[src/rtl/uart_pkg.sv]
// UART shared definitions: bit-FSM encoding and timing helpers.
// Also imported by the UART transmitter.
package uart_pkg;

  typedef enum logic [1:0] {
    ST_IDLE,
    ST_START,
    ST_DATA,
    ST_STOP
  } rx_state_e;

  function automatic int clks_per_bit(
    input int clk_freq,
    input int baud
  );
    return clk_freq / baud;
  endfunction

  // Counter width able to hold 0 .. n-1
  function automatic int cnt_w(input int n);
    return (n < 2) ? 1 : $clog2(n);
  endfunction

endpackage

[src/rtl/uart_rx_byte.sv]
// UART byte receiver: rx synchroniser plus 8N1 bit FSM.
// Emits single-cycle byte_ok/byte_err strobes on the stop-bit sample.
module uart_rx_byte
  import uart_pkg::*;
#(
  parameter int CLKS_PER_BIT = 5208
) (
  input  logic       clk,
  input  logic       rst_n,
  input  logic       rx_i,
  output logic [7:0] byte_o,
  output logic       byte_ok_o,
  output logic       byte_err_o,
  output logic       start_o,
  output logic       active_o
);

  localparam int CW = cnt_w(CLKS_PER_BIT);
  localparam logic [CW-1:0] HALF_M1 =
    CW'(CLKS_PER_BIT / 2 - 1);
  localparam logic [CW-1:0] FULL_M1 =
    CW'(CLKS_PER_BIT - 1);

  logic            sync1_q;
  logic            sync2_q;
  logic            prev_q;
  rx_state_e       state_q;
  logic [CW-1:0]   cnt_q;
  logic [2:0]      bit_q;
  logic [7:0]      shift_q;
  logic            tick_half;
  logic            tick_full;

  assign tick_half = (cnt_q == HALF_M1);
  assign tick_full = (cnt_q == FULL_M1);

  // Edge needs a high cycle first, so a low stop bit
  // cannot re-trigger until the line has recovered.
  assign start_o = (state_q == ST_IDLE)
                 & prev_q & ~sync2_q;

  assign byte_ok_o  = (state_q == ST_STOP)
                    & tick_full & sync2_q;
  assign byte_err_o = (state_q == ST_STOP)
                    & tick_full & ~sync2_q;
  assign active_o   = (state_q != ST_IDLE);
  assign byte_o     = shift_q;

  always_ff @(posedge clk or negedge rst_n) begin
    if (!rst_n) begin
      sync1_q <= 1'b1;
      sync2_q <= 1'b1;
      prev_q  <= 1'b1;
      state_q <= ST_IDLE;
      cnt_q   <= '0;
      bit_q   <= '0;
      shift_q <= '0;
    end else begin
      sync1_q <= rx_i;
      sync2_q <= sync1_q;
      prev_q  <= sync2_q;
      unique case (state_q)
        ST_IDLE: begin
          cnt_q <= '0;
          if (start_o) begin
            state_q <= ST_START;
          end
        end
        ST_START: begin
          if (tick_half) begin
            cnt_q <= '0;
            bit_q <= '0;
            state_q <= sync2_q ? ST_IDLE : ST_DATA;
          end else begin
            cnt_q <= cnt_q + CW'(1);
          end
        end
        ST_DATA: begin
          if (tick_full) begin
            cnt_q   <= '0;
            shift_q <= {sync2_q, shift_q[7:1]};
            if (bit_q == 3'd7) begin
              state_q <= ST_STOP;
            end else begin
              bit_q <= bit_q + 3'd1;
            end
          end else begin
            cnt_q <= cnt_q + CW'(1);
          end
        end
        ST_STOP: begin
          if (tick_full) begin
            cnt_q   <= '0;
            state_q <= ST_IDLE;
          end else begin
            cnt_q <= cnt_q + CW'(1);
          end
        end
        default: begin
          cnt_q   <= '0;
          state_q <= ST_IDLE;
        end
      endcase
    end
  end

endmodule

[src/rtl/uart_frame_rx.sv]
// UART frame receiver: pairs two bytes into {command, address}.
// Drops framing errors and stalled half-frames.
module uart_frame_rx
  import uart_pkg::*;
#(
  parameter int CLK_FREQ     = 50_000_000,
  parameter int BAUD         = 9600,
  parameter int TIMEOUT_BITS = 20
) (
  input  logic        clk,
  input  logic        rst_n,
  input  logic        rx,
  output logic [15:0] frame_data,
  output logic        frame_valid,
  output logic        frame_err,
  output logic        timeout,
  output logic        busy
);

  localparam int CPB     = clks_per_bit(CLK_FREQ, BAUD);
  localparam int TO_CLKS = TIMEOUT_BITS * CPB;
  localparam int TW      = cnt_w(TO_CLKS);
  localparam logic [TW-1:0] TO_M1 = TW'(TO_CLKS - 1);

  logic [7:0]    rx_byte;
  logic          byte_ok;
  logic          byte_err;
  logic          start;
  logic          active;

  logic          idx_q,   idx_d;
  logic [7:0]    hold_q,  hold_d;
  logic [TW-1:0] tcnt_q,  tcnt_d;
  logic [15:0]   data_q,  data_d;
  logic          valid_q, valid_d;
  logic          err_q,   err_d;
  logic          to_q,    to_d;
  logic          busy_q,  busy_d;

  uart_rx_byte #(
    .CLKS_PER_BIT(CPB)
  ) u_byte (
    .clk       (clk),
    .rst_n     (rst_n),
    .rx_i      (rx),
    .byte_o    (rx_byte),
    .byte_ok_o (byte_ok),
    .byte_err_o(byte_err),
    .start_o   (start),
    .active_o  (active)
  );

  always_comb begin
    idx_d   = idx_q;
    hold_d  = hold_q;
    tcnt_d  = tcnt_q;
    data_d  = data_q;
    valid_d = 1'b0;
    err_d   = 1'b0;
    to_d    = 1'b0;
    if (byte_ok) begin
      tcnt_d = '0;
      if (!idx_q) begin
        hold_d = rx_byte;
        idx_d  = 1'b1;
      end else begin
        data_d  = {hold_q, rx_byte};
        valid_d = 1'b1;
        idx_d   = 1'b0;
      end
    end else if (byte_err) begin
      err_d = 1'b1;
      idx_d = 1'b0;
    end else if (idx_q && !active) begin
      // A start edge on the terminal cycle still wins.
      if (start) begin
        tcnt_d = '0;
      end else if (tcnt_q == TO_M1) begin
        to_d   = 1'b1;
        idx_d  = 1'b0;
        hold_d = '0;
        tcnt_d = '0;
      end else begin
        tcnt_d = tcnt_q + TW'(1);
      end
    end
    busy_d = idx_d | start
           | (active & ~byte_ok & ~byte_err);
  end

  always_ff @(posedge clk or negedge rst_n) begin
    if (!rst_n) begin
      idx_q   <= 1'b0;
      hold_q  <= '0;
      tcnt_q  <= '0;
      data_q  <= '0;
      valid_q <= 1'b0;
      err_q   <= 1'b0;
      to_q    <= 1'b0;
      busy_q  <= 1'b0;
    end else begin
      idx_q   <= idx_d;
      hold_q  <= hold_d;
      tcnt_q  <= tcnt_d;
      data_q  <= data_d;
      valid_q <= valid_d;
      err_q   <= err_d;
      to_q    <= to_d;
      busy_q  <= busy_d;
    end
  end

  assign frame_data  = data_q;
  assign frame_valid = valid_q;
  assign frame_err   = err_q;
  assign timeout     = to_q;
  assign busy        = busy_q;

endmodule

[config.mk]
export PLATFORM = sky130hd
export DESIGN_NAME = uart_frame_rx
export DESIGN_NICKNAME = d
export VERILOG_FILES = /design/src/rtl/uart_pkg.sv /design/src/rtl/uart_rx_byte.sv /design/src/rtl/uart_frame_rx.sv
export SDC_FILE = /design/constraint.sdc
export NUM_CORES = 1
export LEC_CHECK = 0
export BUFFER_PORTS_ARGS = -buffer_cell sky130_fd_sc_hd__buf_2
export CORE_UTILIZATION = 45
export DETAILED_ROUTE_END_ITERATION = 8
export GPL_ROUTABILITY_DRIVEN = 0
export PLACE_DENSITY = 0.66
export SLEW_MARGIN = 5
export SYNTH_ARGS = -nofsm -noshare
export SYNTH_HDL_FRONTEND = slang
export SYNTH_SLANG_ARGS = --single-unit
[constraint.sdc]
create_clock -name clk -period 2.9 [get_ports clk]
set_input_delay 0.145 -clock clk [delete_from_list [all_inputs] [get_ports clk]]
set_output_delay 0.145 -clock clk [all_outputs]
set_load 0.1 [all_outputs]
; ---- Word-level counts from Yosys, hierarchy flattened
; Index checks and enable logic that the tools add are counted.
; Widths: inputs -> output; s select.
[totals]
reg_bits = 75
output_inout_bits = 20
wordCells = 100
[classes]
addsub = 3
n_eq_ne = 16
n_mux = 40
bitwise = 12
n_reduce_logical = 14
[op_table]
columns = operator, n
row1 = $mux 17, 5
row2 = $mux 8, 6
row3 = $pmux 13 s3, 1
row4 = $mux 13, 2
row5 = $add 17x1->17 const B, 1
row6 = $eq 17x17->1 const B, 1
row7 = $mux 1, 15
row8 = $add 13x1->13 const B, 1
row9 = $eq 13x12->1 const B, 1
row10 = $eq 13x13->1 const B, 1
row11 = $mux 2, 6
row12 = $ne 2x2->1 const B, 5
row13 = $reduce_and 5->1, 2
row14 = $mux 3, 3
row15 = $ne 2x1->1 const B, 4
row16 = $pmux 2 s4, 1
row17 = $reduce_bool 2->1, 4
row18 = $and 1x1->1, 7
row19 = $pmux 3 s2, 1
row20 = $reduce_and 2->1, 3
row21 = $eq 2x2->1 const B, 2
row22 = $reduce_and 4->1, 1
row23 = $add 3x1->3 const B, 1
row24 = $eq 3x3->1 const B, 1
row25 = other kinds (7), 10

; ---- Logic depth before layout (Yosys ltp)
; Gate-level depths: netlist (run 1).
[logic_depth]
depth_word = 9
depth_mapped = 8
ltp_nobuf = 6

; ---- Modules after synthesis
; A second synthesis (run 1) with hierarchy kept.
[hier_totals]
cells_unflattened = 304
hier_area_um2 = 3422.0
[modules_own_cells]
columns = mod, n_inst, cells_per_inst, area_each_um2
row1 = uart_frame_rx, 1, 175, 1985.7
row2 = uart_rx_byte, 1, 129, 1436.4

; ---- Least setup slack after synthesis (run 1)
; OpenSTA, ideal clock, no wires.
[synth_timing]
path_kind = reg-to-reg
start = register u_byte.cnt_q[0]
end = register data_q[0] (netlist: frame_data[0])
setup_time_ns = 0.125
arrival_time_ns = 2.353
required_time_ns = 2.775
path_slack_ns = 0.422
stages_incl_launch_ff = 8
cell_sequence = dfrtp_1 > ha_1 > or4b_1 > nor4_2 > nand2_1 > nor2_4 > buf_4 > mux2_2
[synth_between]
elab_chain_cells = 4
[synth_lines]
columns = item, line_no
row1 = "start, declared", uart_rx_byte.sv:28  ; logic [CW-1:0] cnt_q;
row2 = "start signal, assigned", uart_rx_byte.sv:75  ; cnt_q <= cnt_q + CW'(1);
row3 = "start signal, assigned", uart_rx_byte.sv:88  ; cnt_q <= cnt_q + CW'(1);
row4 = "start signal, assigned", uart_rx_byte.sv:96  ; cnt_q <= cnt_q + CW'(1);
row5 = $eq 13x13->1, uart_rx_byte.sv:35  ; assign tick_full = (cnt_q == FULL_M1);
row6 = $and 1x1->1 (2 in series), uart_rx_byte.sv:43  ; & tick_full & sync2_q;
row7 = $reduce_and 2->1 (no line), n/a
row8 = "end signal, assigned", uart_frame_rx.sv:105  ; data_q <= data_d;
row9 = "end, declared", uart_frame_rx.sv:34  ; logic [15:0] data_q, data_d;
; Every way passes these cells.
; A chain may end at the register's enable or synchronous reset.

; ---- Worst setup path in the final report (run 1)
[layout_timing]
start = register u_byte.cnt_q[0]
end = register u_byte.bit_q[0]
[layout_between]
elab_chain_cells = 3
word_cells_on_any_way = 5
classes_between = 4 x eq/ne / 1 x reduce/logical
[layout_lines]
columns = item, line_no
row1 = $eq 13x13->1 or $eq 13x12->1 (tied branches), "uart_rx_byte.sv:35, uart_rx_byte.sv:34"
row2 = $ne 2x1->1 (no line), n/a
row3 = $reduce_and 4->1 (no line) (*), n/a
row4 = "end signal, assigned", uart_rx_byte.sv:85  ; bit_q <= bit_q + 3'd1;
row5 = "end, declared", uart_rx_byte.sv:29  ; logic [2:0] bit_q;
; Mark *: on every way between the ends. The rest lies on a longest branch, timed or not.

==> reports/results.ini, run 1 <==
[timing]
rsz0062_at_grt=no
skew_ns=0.01932
fin_crit_ns=2.595
timing.hold.ws_ns=0.3580
drv_slew=0
finalSetupViolCount=0
worst_pin_slew_ns=0.9067
tns_ns=0
relSlewSlack_pct=39.55
fmax_mhz=385.4
hold_viol=0
fin_crit_sh_pct=89.47
setup_ws_ns=0.3053

[routing]
dr.pass1.iters=4
drt_iter0_drc=114
via_per_inst=5.469
routed_wl_um=6486
vias=2357
wl_per_cell_um=15.05
drc=0
antenna_left=0

[yosys]
synthArstFlopShare_pct=100.0
synth_nets=308
synth.distinct_cells=52
synthFlopType=dfrtp_1
yosys_warnings=0
post-synth-top-area-cell=dfrtp_1
syn_avg_cell_area_um2=11.39
syn-cell-area_um2=3428
synth.area.top_cells=dfrtp_1, mux2_2, mux2_4
synth_top_area_share_pct=52.55
synth_top_cells_by_count=dfrtp_1, nor2_1, nand2_1, mux2_2, nand3_1
synth_seq_cells=75
synth_edf_count=0
synth_seq_area_share_pct=54.85
synth.most_common_cell=dfrtp_1
synth_cells=301

[run_status]
outcome=finished clean

[critical_path]
slowest_delay_ns=0.49
path_class=flop to flop
crit_buf_inv=0
start_kind=flop
crit_required_ns=3.14
path_cells=ha_1, or4b_1, or3_1, or3b_4, o22a_1, mux2_4
crit_slowest_cell=or3b_4
cp-end-kind=flop
crit_family=simple AND/OR/NAND/NOR gates
cp_max_fo=11
worstPathArrival_ns=2.84

[pwr]
ir_drop_mv=0.3583
powerDensity_nw_per_um2=550.7
p_seq_share_pct=55.6
intPower_w=0.001515
clock_power_share_pct=36.4
combPwrFrac_pct=8.1
switching_share_pct=28.40
p_leak_nw=1.770
p_sw_w=0.0006010

[placed_design]
hpwl_um=4301
pre_cts_slack_ns=0.3083
io_buffer_count=22
dp.cells=413

[die]
start_util_pct=47.01
rows=31
die_w_um=89.29
io_pins=23
die_h_um=89.29
coreArea_um2=7292
die-area_um2=7972

[finish]
antenna_cells=0
syn2layout_area_growth_pct=12.08
drive_above_1_share_pct=22.59
fin_nets=334
instances_no_fill=431
final_core_util_pct=52.69

[cts]
clock_sinks=75
cts_tree=done
clk_pin_slew_ns=0.09
post_cts_buffers=0
cts_buffers=9
cts_buffer_depth=2
htree_levels=3
cts_root_buffer=clkbuf_8
clk_latency_ns=0.36

[global_routing]
antenna_found_initial=0
grt_pass1_vias=2307
grt_pass1_wl_um=11160
grt_max_degree=76
track_usage_pct=18.83
grt-ovfl-total=0

[hold_path]
hp-class=flop to flop

[flow_run]
maxCapViolations=0

## cells in the final DEF (no fill, tap or decap), types with 8 or more instances in the layout
cell type | netlist | routed
mux2_4 | 8 | 8
nor3_1 | 8 | 8
a31oi_1 | 11 | 11
nor2_1 | 24 | 24
nand3_1 | 14 | 14
a22o_1 | 11 | 11
mux2_2 | 16 | 16
o21ai_0 | 10 | 10
clkbuf_8 | 0 | 9
dfrtp_1 | 72 | 72
nand2_1 | 22 | 22
buf_2 | 1 | 21
## final cells by class
cell class              count  area (um2)
clock inverters             7       65.06
clock buffers               9       123.9
multi-input cells         207        1464
flip-flops and latches     75        1881
repair buffers             28       162.7
inverters                   6       22.52
fillers                   667        3450
well taps                  99       123.9
## power groups by stage
| stage | registers, W | logic, W | clock network (W) |
|---|---|---|---|
| finish | 0.00118 | 0.000171 | 0.000770 |
| global route | 0.00118 | 0.000197 | 0.000837 |
| CTS | 0.00117 | 0.000175 | 0.000791 |
| detailed placement | 0.00119 | 0.000171 | 0 |
| global placement | 0.00119 | 0.000167 | 0 |
| floorplan | 0.00118 | 0.000130 | 0 |
## logic make-up after synthesis
family                     synth area share [%]
DFF                                       54.85
buffers and inverters                     2.445
adders and majority gates                 1.460
AOI/OAI and AO/OA                         11.64
and+or+nand+nor                           17.41
xor gates and xnor gates                  2.810
muxes                                     9.380
## layer usage
layer,global-route usage [%],up-vias,routed length (um),share of wire [%]
met5,0,-,0,0
met2,28.31,39,2995,46
met4,9.235,0,116,1.8
met3,4.063,10,209,3.2
met1,25.96,1149,3165,49
li1,-,1159,-,-
## sequential cells by signal, summed over array words and instances, names as in the netlist, 3 cells and up, named ones only
| name | count |
|---|---|
| hold_q | 8 |
| frame_data | 16 |
| tcnt_q | 17 |
| u_byte.bit_q | 3 |
| u_byte.byte_o | 8 |
| u_byte.cnt_q | 13 |
## timing repair
action / in CTS / in global routing
gates resized for setup: 0 / 0
endpoints found under the hold margin: 73 / 0
hold buffers: 2 / 0
## final timing paths
kind                               endpoint  cells past startpoint  slack (ns)             from
setup / recovery            u_byte.bit_q[0]                      6        0.31  u_byte.cnt_q[0]
hold / removal               u_byte.sync2_q                      0        0.36   u_byte.sync1_q
setup reg to reg            u_byte.bit_q[0]                      6        0.31  u_byte.cnt_q[0]
hold reg to reg              u_byte.sync2_q                      0        0.36   u_byte.sync1_q
max in group asynchronous  u_byte.cnt_q[11]                      2        1.85            rst_n
min in group asynchronous         tcnt_q[7]                      2        0.48            rst_n
## metrics by stage
step / power [W] / area [um2]
6_report: 0.002116 / 3842
5_1_grt: 0.002218 / 3842
4_1_cts: 0.002140 / 3842
3_5_place_dp: 0.001365 / 3633
3_3_place_gp: 0.001359 / 3633
2_1_floorplan: 0.001307 / 3428
Power figures use the tool's default switching activity.
==> inputs of run 2 (changes only) <==
- CORE_UTILIZATION: 45 -> 60
- CTS_BUF_LIST: default -> sky130_fd_sc_hd__clkbuf_8 sky130_fd_sc_hd__clkbuf_16
- PLACE_DENSITY: 0.66 -> 0.83
==> reports/results.ini, run 2 (synthesis gave the netlist of run 1 again) <==
[run_status]
outcome=finished clean

[cts]
cts_tree=done
clk_pin_slew_ns=0.08
htree_levels=3
post_cts_buffers=0
ctsHoldBuffers=2
cts_buffers=9
cts_root_buffer=clkbuf_8
clock_sinks=75
clk_latency_ns=0.35
cts_buffer_depth=2
cts_resized=0

[critical_path]
timing.rr.start=u_byte.cnt_q[0]
worst_r2r_path_depth=6
reg2reg_to=u_byte.bit_q[0]
cp_max_fo=11
path_class=flop to flop
slowest_delay_ns=0.51
path_cells=ha_1, or4b_1, or3_1, or3b_4, o22a_1, mux2_4
crit_end=u_byte.bit_q[0]
crit_start=u_byte.cnt_q[0]
cp-end-kind=flop
reg2reg_slack_ns=0.21
crit_required_ns=3.14
worstPathArrival_ns=2.93
crit_cells=6
start_kind=flop
crit_buf_inv=0
crit_family=simple AND/OR/NAND/NOR gates
crit_slowest_cell=or3b_4

[timing]
finalSetupViolCount=0
tns_ns=0
fin_crit_ns=2.691
fmax_mhz=371.7
drv_slew=0
timing.hold.ws_ns=0.3584
rsz0062_at_grt=no
fin_crit_sh_pct=92.78
worst_pin_slew_ns=0.9961
relSlewSlack_pct=33.59
hold_viol=0
skew_ns=0.01139

[placed_design]
io_buffer_count=22
hpwl_um=4466
post_dp_cell_area_um2=3605

[pwr]
p_leak_nw=1.770
powerDensity_nw_per_um2=544.2
ir_drop_mv=0.4540

[global_routing]
track_usage_pct=24.85
grt_pass1_vias=2439
grt_max_degree=46
grt-ovfl-total=0
antenna_found_initial=0
grt_pass1_wl_um=11410

[hold_path]
hp-class=flop to flop
hold_path_depth=0

[routing]
vias=2426
wl_per_cell_um=16.23
antenna_left=0
dr.pass1.iters=4
via_per_inst=5.990
drc=0
drt_iter0_drc=209
routed_wl_um=6574

[die]
die-area_um2=6020
io_pins=23
rows=27
die_w_um=77.59
die_h_um=77.59
start_util_pct=62.26
coreArea_um2=5507

[finish]
n_fill_cell=404
fin_nets=335
antenna_cells=0
largest_register_ffs=17
final_cell_mix=dfrtp_1, nor2_1, nand2_1, buf_2, mux2_2
drive_above_1_share_pct=22.52
syn2layout_area_growth_pct=10.95
post-route-cell-area_um2=3804
final_common_cell=dfrtp_1
top_register=tcnt_q

[flow_run]
maxCapViolations=0

==> run 2: cell types whose count changed in the layout (fill, tap and decap cells not counted), sizes merged <==
cell,change
inv,-3
clkinvlp,+1
buf,+1
clkinv,+1
clkbuf,+1
==> run 2: how the worst min path moves through the flow <==
stage,slack [ns],from,to
final,0.36,u_byte.sync1_q,u_byte.sync2_q
after global routing,0.37,u_byte.sync1_q,u_byte.sync2_q
after CTS,0.36,u_byte.sync1_q,u_byte.sync2_q
after detailed placement,0.25,rx,u_byte.sync1_q
after global placement,0.25,rx,u_byte.sync1_q
after floorplan,-0.15,rst_n,async pin
==> run 2: cell type report <==
type / count / area, um2 / area share [%]
timing repair buffer: 29 / 167.7 / 4.408
clock inverter: 6 / 41.29 / 1.086
clock buffer: 10 / 137.6 / 3.618
multi-input combinational: 207 / 1464 / 38.49
sequential: 75 / 1881 / 49.44
inverter: 6 / 22.52 / 0.5921
tap: 72 / 90.09 / 2.368
==> run 2: stage by stage <==
step                      util, %  worst slack (ns)  total power [W]  cells
after floorplan                 -            0.4220         0.001307    301
after global placement      65.46            0.2765         0.001359    387
after detailed placement    65.46            0.2278         0.001370    387
after CTS                   69.08            0.2085         0.002093    405
after global routing        69.08            0.1138         0.002166    405
final                       69.08            0.2093         0.002070    405
==> run 2: routing by layer <==
| metal | track usage, % | part of all wire, % | vias up |
|---|---|---|---|
| li1 | - | - | 1164 |
| met1 | 32.94 | 45 | 1194 |
| met2 | 38.76 | 49 | 56 |
| met3 | 4.706 | 3.7 | 12 |
| met4 | 13.40 | 2.1 | 0 |
| met5 | 0 | 0 | - |
==> run 2: power breakdown <==
group	internal (W)	total (W)	switching, W
sequential	0.00110	0.00118	0.0000731
combinational	0.0000815	0.000176	0.0000942
clock	0.000333	0.000718	0.000385
total	0.00152	0.00207	0.000552
